`config.mk`:
```
export PLATFORM = sky130hd
export DESIGN_NAME = exit_keypad_controller_flat
export DESIGN_NICKNAME = d
export VERILOG_FILES = /design/src/rtl/exit_keypad_controller_pkg.sv /design/src/rtl/exit_keypad_controller_if.sv /design/src/rtl/exit_cycle_timer.sv /design/src/rtl/exit_keypad_controller.sv /design/src/flat_wrapper.sv
export SDC_FILE = /design/constraint.sdc
export NUM_CORES = 1
export LEC_CHECK = 0
export BUFFER_PORTS_ARGS = -buffer_cell sky130_fd_sc_hd__buf_2
export CORE_MARGIN = 2
export CORE_UTILIZATION = 29
export DETAILED_ROUTE_END_ITERATION = 16
export SLEW_MARGIN = 20
export SYNTH_ARGS = -nofsm -noshare
export SYNTH_HDL_FRONTEND = slang
export SYNTH_SLANG_ARGS = --single-unit
```
`constraint.sdc`:
```
create_clock -name clock -period 2.5 [get_ports clock]
set_clock_uncertainty 0.1 [all_clocks]
set_input_delay 0.125 -clock clock [delete_from_list [all_inputs] [get_ports clock]]
set_output_delay 0.125 -clock clock [all_outputs]
set_load 0.01 [all_outputs]
```
`src/rtl/exit_keypad_controller_pkg.sv`:
```
// Shared types and timing defaults for the exit keypad controller.
// Slot and code widths are common with the parking block.
package exit_keypad_controller_pkg;

  localparam int SLOT_W = 3;
  localparam int CODE_W = 8;
  localparam int NSLOT  = 1 << SLOT_W;
  localparam int TMR_W  = 16;

  localparam int unsigned GATE_OPEN_DEF = 50;
  localparam int unsigned KEY_TMO_DEF   = 100;
  localparam int unsigned VERIFY_DEF    = 2;
  localparam int unsigned MAX_FAILS_DEF = 3;
  localparam int unsigned LOCKOUT_DEF   = 200;

  typedef enum logic [3:0] {
    S_IDLE,
    S_CODE_HI,
    S_CODE_LO,
    S_CONFIRM,
    S_REQUEST,
    S_WAIT,
    S_OPEN,
    S_DENY,
    S_LOCKOUT
  } state_t;

  function automatic logic [1:0] sat_inc(input logic [1:0] v);
    return (v == 2'd3) ? v : v + 2'd1;
  endfunction

endpackage

```
`src/rtl/exit_keypad_controller_if.sv`:
```
// Keypad and parking-block bundle of the exit keypad controller.
// master drives keys and occupancy; slave is the controller.
interface exit_keypad_controller_if;
  import exit_keypad_controller_pkg::*;

  logic              key_valid;
  logic [3:0]        key_data;
  logic              key_enter;
  logic              key_clear;
  logic [NSLOT-1:0]  occupied;
  logic              car_exit;
  logic [SLOT_W-1:0] exit_from;
  logic [CODE_W-1:0] exit_code;
  logic              gate_open;
  logic              denied;
  logic              locked;
  logic              busy;
  logic [1:0]        fail_count;

  modport master (
    output key_valid, key_data, key_enter, key_clear, occupied,
    input  car_exit, exit_from, exit_code, gate_open,
    input  denied, locked, busy, fail_count
  );

  modport slave (
    input  key_valid, key_data, key_enter, key_clear, occupied,
    output car_exit, exit_from, exit_code, gate_open,
    output denied, locked, busy, fail_count
  );

endinterface

```
`src/rtl/exit_cycle_timer.sv`:
```
// Loadable down-counter; done marks the last cycle of a loaded interval.
// Shared by the key timeout, verify wait, gate-open and lockout intervals.
module exit_cycle_timer
  import exit_keypad_controller_pkg::*;
(
  input  logic             clock,
  input  logic             g1_reset,
  input  logic             load,
  input  logic [TMR_W-1:0] value,
  output logic             done
);

  logic [TMR_W-1:0] cnt;

  always_ff @(posedge clock) begin
    if (g1_reset) begin
      cnt <= '0;
    end else if (load) begin
      cnt <= value;
    end else if (cnt != '0) begin
      cnt <= cnt - 1'b1;
    end
  end

  assign done = (cnt == TMR_W'(1));

endmodule

```
`src/rtl/exit_keypad_controller.sv`:
```
// Exit keypad controller: slot + 2-digit code entry, exit request,
// occupancy verification, gate drive and lockout after repeated denials.
module exit_keypad_controller
  import exit_keypad_controller_pkg::*;
#(
  parameter int unsigned GATE_OPEN_CYCLES = GATE_OPEN_DEF,
  parameter int unsigned KEY_TIMEOUT      = KEY_TMO_DEF,
  parameter int unsigned VERIFY_WAIT      = VERIFY_DEF,
  parameter int unsigned MAX_FAILS        = MAX_FAILS_DEF,
  parameter int unsigned LOCKOUT_CYCLES   = LOCKOUT_DEF
) (
  input logic                     clock,
  input logic                     g1_reset,
  exit_keypad_controller_if.slave kp
);

  state_t            st;
  logic              car_exit_r;
  logic [SLOT_W-1:0] exit_from_r;
  logic [CODE_W-1:0] exit_code_r;
  logic              gate_open_r;
  logic              denied_r;
  logic              locked_r;
  logic              busy_r;
  logic [1:0]        fails_r;

  logic              tmr_load;
  logic [TMR_W-1:0]  tmr_val;
  logic              tmr_done;
  logic              strobe;
  logic              tmo;
  logic              occ_hit;

  assign strobe  = kp.key_valid | kp.key_enter | kp.key_clear;
  assign tmo     = tmr_done & ~strobe;
  assign occ_hit = kp.occupied[exit_from_r];

  // Each interval is loaded on the edge that enters its state.
  always_comb begin
    tmr_load = 1'b0;
    tmr_val  = TMR_W'(KEY_TIMEOUT);
    unique case (st)
      S_REQUEST: begin
        tmr_load = 1'b1;
        tmr_val  = TMR_W'(VERIFY_WAIT);
      end
      S_WAIT: begin
        tmr_load = tmr_done;
        tmr_val  = TMR_W'(GATE_OPEN_CYCLES);
      end
      S_DENY: begin
        tmr_load = 1'b1;
        tmr_val  = TMR_W'(LOCKOUT_CYCLES);
      end
      S_OPEN, S_LOCKOUT: ;
      default: tmr_load = strobe;
    endcase
  end

  exit_cycle_timer u_tmr (
    .clock    (clock),
    .g1_reset (g1_reset),
    .load     (tmr_load),
    .value    (tmr_val),
    .done     (tmr_done)
  );

  always_ff @(posedge clock) begin
    if (g1_reset) begin
      st          <= S_IDLE;
      car_exit_r  <= 1'b0;
      exit_from_r <= '0;
      exit_code_r <= '0;
      gate_open_r <= 1'b0;
      denied_r    <= 1'b0;
      locked_r    <= 1'b0;
      busy_r      <= 1'b0;
      fails_r     <= '0;
    end else begin
      car_exit_r <= 1'b0;
      denied_r   <= 1'b0;
      unique case (st)
        S_IDLE: begin
          if (kp.key_valid && !kp.key_data[3]) begin
            exit_from_r <= kp.key_data[SLOT_W-1:0];
            st          <= S_CODE_HI;
            busy_r      <= 1'b1;
          end
        end
        S_CODE_HI: begin
          if (kp.key_clear || tmo) begin
            st     <= S_IDLE;
            busy_r <= 1'b0;
          end else if (kp.key_valid) begin
            exit_code_r[CODE_W-1:4] <= kp.key_data;
            st <= S_CODE_LO;
          end
        end
        S_CODE_LO: begin
          if (kp.key_clear || tmo) begin
            st     <= S_IDLE;
            busy_r <= 1'b0;
          end else if (kp.key_valid) begin
            exit_code_r[3:0] <= kp.key_data;
            st <= S_CONFIRM;
          end
        end
        S_CONFIRM: begin
          if (kp.key_clear || tmo) begin
            st     <= S_IDLE;
            busy_r <= 1'b0;
          end else if (kp.key_enter) begin
            if (occ_hit) begin
              st         <= S_REQUEST;
              car_exit_r <= 1'b1;
            end else begin
              st       <= S_DENY;
              denied_r <= 1'b1;
              fails_r  <= sat_inc(fails_r);
            end
          end
        end
        S_REQUEST: st <= S_WAIT;
        S_WAIT: begin
          // Slot still occupied means the car never left.
          if (tmr_done) begin
            if (occ_hit) begin
              st       <= S_DENY;
              denied_r <= 1'b1;
              fails_r  <= sat_inc(fails_r);
            end else begin
              st          <= S_OPEN;
              gate_open_r <= 1'b1;
              fails_r     <= '0;
            end
          end
        end
        S_OPEN: begin
          if (tmr_done) begin
            st          <= S_IDLE;
            gate_open_r <= 1'b0;
            busy_r      <= 1'b0;
          end
        end
        S_DENY: begin
          if (32'(fails_r) >= MAX_FAILS) begin
            st       <= S_LOCKOUT;
            locked_r <= 1'b1;
          end else begin
            st     <= S_IDLE;
            busy_r <= 1'b0;
          end
        end
        S_LOCKOUT: begin
          if (tmr_done) begin
            st       <= S_IDLE;
            locked_r <= 1'b0;
            fails_r  <= '0;
            busy_r   <= 1'b0;
          end
        end
        default: begin
          st     <= S_IDLE;
          busy_r <= 1'b0;
        end
      endcase
    end
  end

  assign kp.car_exit   = car_exit_r;
  assign kp.exit_from  = exit_from_r;
  assign kp.exit_code  = exit_code_r;
  assign kp.gate_open  = gate_open_r;
  assign kp.denied     = denied_r;
  assign kp.locked     = locked_r;
  assign kp.busy       = busy_r;
  assign kp.fail_count = fails_r;

endmodule

```
`src/flat_wrapper.sv`:
```
// flat-port wrapper written by rule: the top's interface ports become plain ports
module exit_keypad_controller_flat import exit_keypad_controller_pkg::*;
#(
  parameter int unsigned GATE_OPEN_CYCLES = GATE_OPEN_DEF,
  parameter int unsigned KEY_TIMEOUT      = KEY_TMO_DEF,
  parameter int unsigned VERIFY_WAIT      = VERIFY_DEF,
  parameter int unsigned MAX_FAILS        = MAX_FAILS_DEF,
  parameter int unsigned LOCKOUT_CYCLES   = LOCKOUT_DEF
)
  (clock, g1_reset, kp_key_valid, kp_key_data, kp_key_enter, kp_key_clear, kp_occupied, kp_car_exit, kp_exit_from, kp_exit_code, kp_gate_open, kp_denied, kp_locked, kp_busy, kp_fail_count);
  exit_keypad_controller_if kp_i ();
  input logic clock;
  input logic g1_reset;
  input wire logic [$bits(kp_i.key_valid)-1:0] kp_key_valid;
  input wire logic [$bits(kp_i.key_data)-1:0] kp_key_data;
  input wire logic [$bits(kp_i.key_enter)-1:0] kp_key_enter;
  input wire logic [$bits(kp_i.key_clear)-1:0] kp_key_clear;
  input wire logic [$bits(kp_i.occupied)-1:0] kp_occupied;
  output wire logic [$bits(kp_i.car_exit)-1:0] kp_car_exit;
  output wire logic [$bits(kp_i.exit_from)-1:0] kp_exit_from;
  output wire logic [$bits(kp_i.exit_code)-1:0] kp_exit_code;
  output wire logic [$bits(kp_i.gate_open)-1:0] kp_gate_open;
  output wire logic [$bits(kp_i.denied)-1:0] kp_denied;
  output wire logic [$bits(kp_i.locked)-1:0] kp_locked;
  output wire logic [$bits(kp_i.busy)-1:0] kp_busy;
  output wire logic [$bits(kp_i.fail_count)-1:0] kp_fail_count;
  assign kp_i.key_valid = kp_key_valid;
  assign kp_i.key_data = kp_key_data;
  assign kp_i.key_enter = kp_key_enter;
  assign kp_i.key_clear = kp_key_clear;
  assign kp_i.occupied = kp_occupied;
  assign kp_car_exit = kp_i.car_exit;
  assign kp_exit_from = kp_i.exit_from;
  assign kp_exit_code = kp_i.exit_code;
  assign kp_gate_open = kp_i.gate_open;
  assign kp_denied = kp_i.denied;
  assign kp_locked = kp_i.locked;
  assign kp_busy = kp_i.busy;
  assign kp_fail_count = kp_i.fail_count;
  exit_keypad_controller #(.GATE_OPEN_CYCLES(GATE_OPEN_CYCLES), .KEY_TIMEOUT(KEY_TIMEOUT), .VERIFY_WAIT(VERIFY_WAIT), .MAX_FAILS(MAX_FAILS), .LOCKOUT_CYCLES(LOCKOUT_CYCLES)) u_core (.clock(clock), .g1_reset(g1_reset), .kp(kp_i));
endmodule
```
==> impl_metrics.ini <==
[status]
status = finished, final reports clean

[clock_network]
cts-root-buf = clkbuf_8
cts_tree = done
clock-sinks = 38
cts_max_path_buffers = 2
numCtsBuffers = 5
path_clk_slew_ns = 0.08
cts_max_level = 2
post-cts-setup-buffers = 0
insertion_delay_ns = 0.29

[layout]
num-fill-cells = 765
syn2layout_area_growth_pct = 22.7
nets = 311
drive_above_1_share_pct = 25.0
antennaDiodeCount = 0

[timing]
setup_slack_ns = 0.159
finalHoldViolCount = 0
setup_violations = 0
fmaxAchievable_ghz = 0.427
relSlewSlack_pct = 58.7
fin_crit_sh_pct = 93.6
fin_crit_ns = 2.34
rsz0062_at_grt = no
drv_slew = 0
worstMarginPinSlew_ns = 0.619
fin_setup_tns_ns = 0

[synthesis]
synth.distinct_cells = 48
synth_area_per_cell_um2 = 8.68
synth_nets = 271
synth.area.top_cells = dfxtp_1 (35%), mux2i_1 (8.3%), nor2_1 (5.7%)
synth_area_um2 = 2180
yosysSeqAreaShare_pct = 34.9
ys_ff_latch = 38
synth_flop_cell = dfxtp_1
synth_edf_count = 0
synth_top_area_share_pct = 34.9
synth_top_area_cell = dfxtp_1
synth-warning-count = 0
synthCells = 251
postSynth.asyncResetShare_pct = 0

[global_route]
grt_max_degree = 35
grt_pass1_vias = 1978
grtUsageTotal_pct = 13.2
globalRouteOverflowTotal = 0
grt_first_pass_wirelength_um = 9060
antenna_found_initial = 0

[die]
dieWidth_um = 90.7
die-height_um = 90.7
die_area_um2 = 8220
initial_core_util_pct = 30.0
core_area_um2 = 7250
rows = 31
ios = 35

[min_path]
hp-class = in2reg

[worst_setup_path]
worstPathRequired_ns = 2.64
crit_fanout = 10
critPathArrivalTime_ns = 2.48
cp-start-kind = flop
end_kind = flop
path_class = reg2reg

[drt]
avgRoutedWirePerCell_um = 13.6
drt_iter0_drc = 121
vias = 2006
wirelength_um = 5330
drt-pass1-iter-count = 4
viasPerCell = 5.13
drc = 0
ant_nets = 0

[power_and_ir_drop]
p_per_area_nw_per_um2 = 656
leakage_nw = 1.12
p_total_w = 0.00176
ir_drop_uv = 486

[flow_run]
maxCapViolCount = 0

[place]
port_buffers = 34
dpl_worst_slack_ns = 0.163
hpwl_um = 3830
place_congestion = 0.815
==> layout make-up <==
type	instances	area [um^2]	share of cell area, %
clock inverters	2	60.1	2.25
repair buffers	49	285	10.7
flip-flops and latches	38	761	28.5
clock buffers	6	82.6	3.09
multi-input cells	192	1340	50.2
inverters	5	18.8	0.702
well taps	99	124	4.63
==> state kept, by name (all words and copies together), names as in the netlist, 2 cells and up <==
name                  cells
u_core.kp.exit_code       8
u_core.kp.fail_count      2
u_core.u_tmr.cnt         16
u_core.st                 4
u_core.kp.exit_from       3
==> routing by layer <==
layer  vias to the layer above  share of wire, %  GRT usage (%)
li1                       1003                 -              -
met1                       949                46           16.5
met2                        48                48           22.7
met3                         6               4.4           3.01
met4                         0              0.86           3.85
met5                         -                 0              0
==> synthesized netlist by cell type (2+ instances only) <==
master     number
nor3_1         13
or4_4           2
o22ai_1         2
o32ai_1         2
or4_1           2
a21oi_1        16
mux4_2          2
or2_2           2
a211o_1         2
or3_1           4
a311oi_1        2
ha_1            3
inv_1           5
nor2_1         33
dfxtp_1        38
nor4_1          7
nand2_1         7
clkbuf_1       13
nand4_1         6
mux2_2          5
mux2i_1        18
xnor2_1         8
buf_2           2
a31oi_1         4
xor2_1          6
nor2b_1         7
nor3b_1         2
a211oi_1        2
nand3_1         5
o21ai_0         4
nor4b_2         2
nor4b_1         2
nand2b_1        6
a21boi_0        2
a2111oi_0       2
==> worst paths after layout <==
| kind | startpoint | endpoint | slack, ns | cells past startpoint |
|---|---|---|---|---|
| worst max-delay path | u_core.kp.exit_from[0] | u_core.st[0] | 0.16 | 5 |
| worst max register to register | u_core.kp.exit_from[0] | u_core.st[0] | 0.16 | 5 |
| worst min-delay path | kp_key_data[1] | u_core.kp.exit_from[1] | 0.009 | 3 |
| worst min register to register | u_core.kp.exit_code[6] | u_core.kp.exit_code[6] | 0.40 | 2 |
==> logic make-up after synthesis <==
family | synth area share, %
and+or+nand+nor | 27.6
AOI/OAI and AO/OA | 13.4
DFF | 34.9
muxes | 12.9
buffers and inverters | 3.73
xor gates and xnor gates | 5.63
adders and majority gates | 1.72
==> what timing repair did <==
item / CTS / global route
resized for setup: 0 / 1
endpoints found under the hold margin: 1 / 0
endpoints found under the setup margin: 0 / 5
hold buffers: 1 / 0
==> cell usage in the layout (no fill, tap or decap), drive strengths merged, types with 2 or more instances in the layout <==
master and instances:
or2 2, buf 48, mux2 5, xor2 6, mux4 2, nor4b 4
nand2b 6, nand4 6, a21boi 3, or3 4, ha 3, a211o 2
bufinv 2, a31oi 4, inv 5, mux2i 18, a311oi 2, a2111oi 2
nand3 5, nor2b 7, clkbuf 6, xnor2 8, nor3b 2, nor2 33
o22ai 2, o32ai 2, nand2 7, or4 4, nor4 9, o21ai 5
a211oi 2, nor3 13, a21oi 16, dfxtp 38
==> stage by stage <==
step                      utilization, %  cell area (um^2)  cells  hold slack (ns)
after floorplan                        -              2180    251            0.169
after CTS                           36.8              2670    391          0.00201
after global placement              34.7              2510    382            0.293
after detailed placement            34.7              2510    382            0.308
final                               36.9              2670    391          0.00945
after global routing                36.9              2670    391           0.0122
==> power breakdown <==
| group | switching (W) | leakage [nW] | internal, W |
|---|---|---|---|
| logic | 0.000207 | 0.741 | 0.000201 |
| clock network | 0.000231 | 0.0714 | 0.000426 |
| registers | 0.0000530 | 0.308 | 0.000636 |
==> worst max-delay path, cell delays in order, from the launching register on <==
cell and delay (ns):
dfxtp_1 0.60, mux2_2 0.38, mux4_2 0.52, mux2i_1 0.14, a2111oi_0 0.34, mux2_2 0.21
Note: power is estimated with default switching activity, not from simulation.
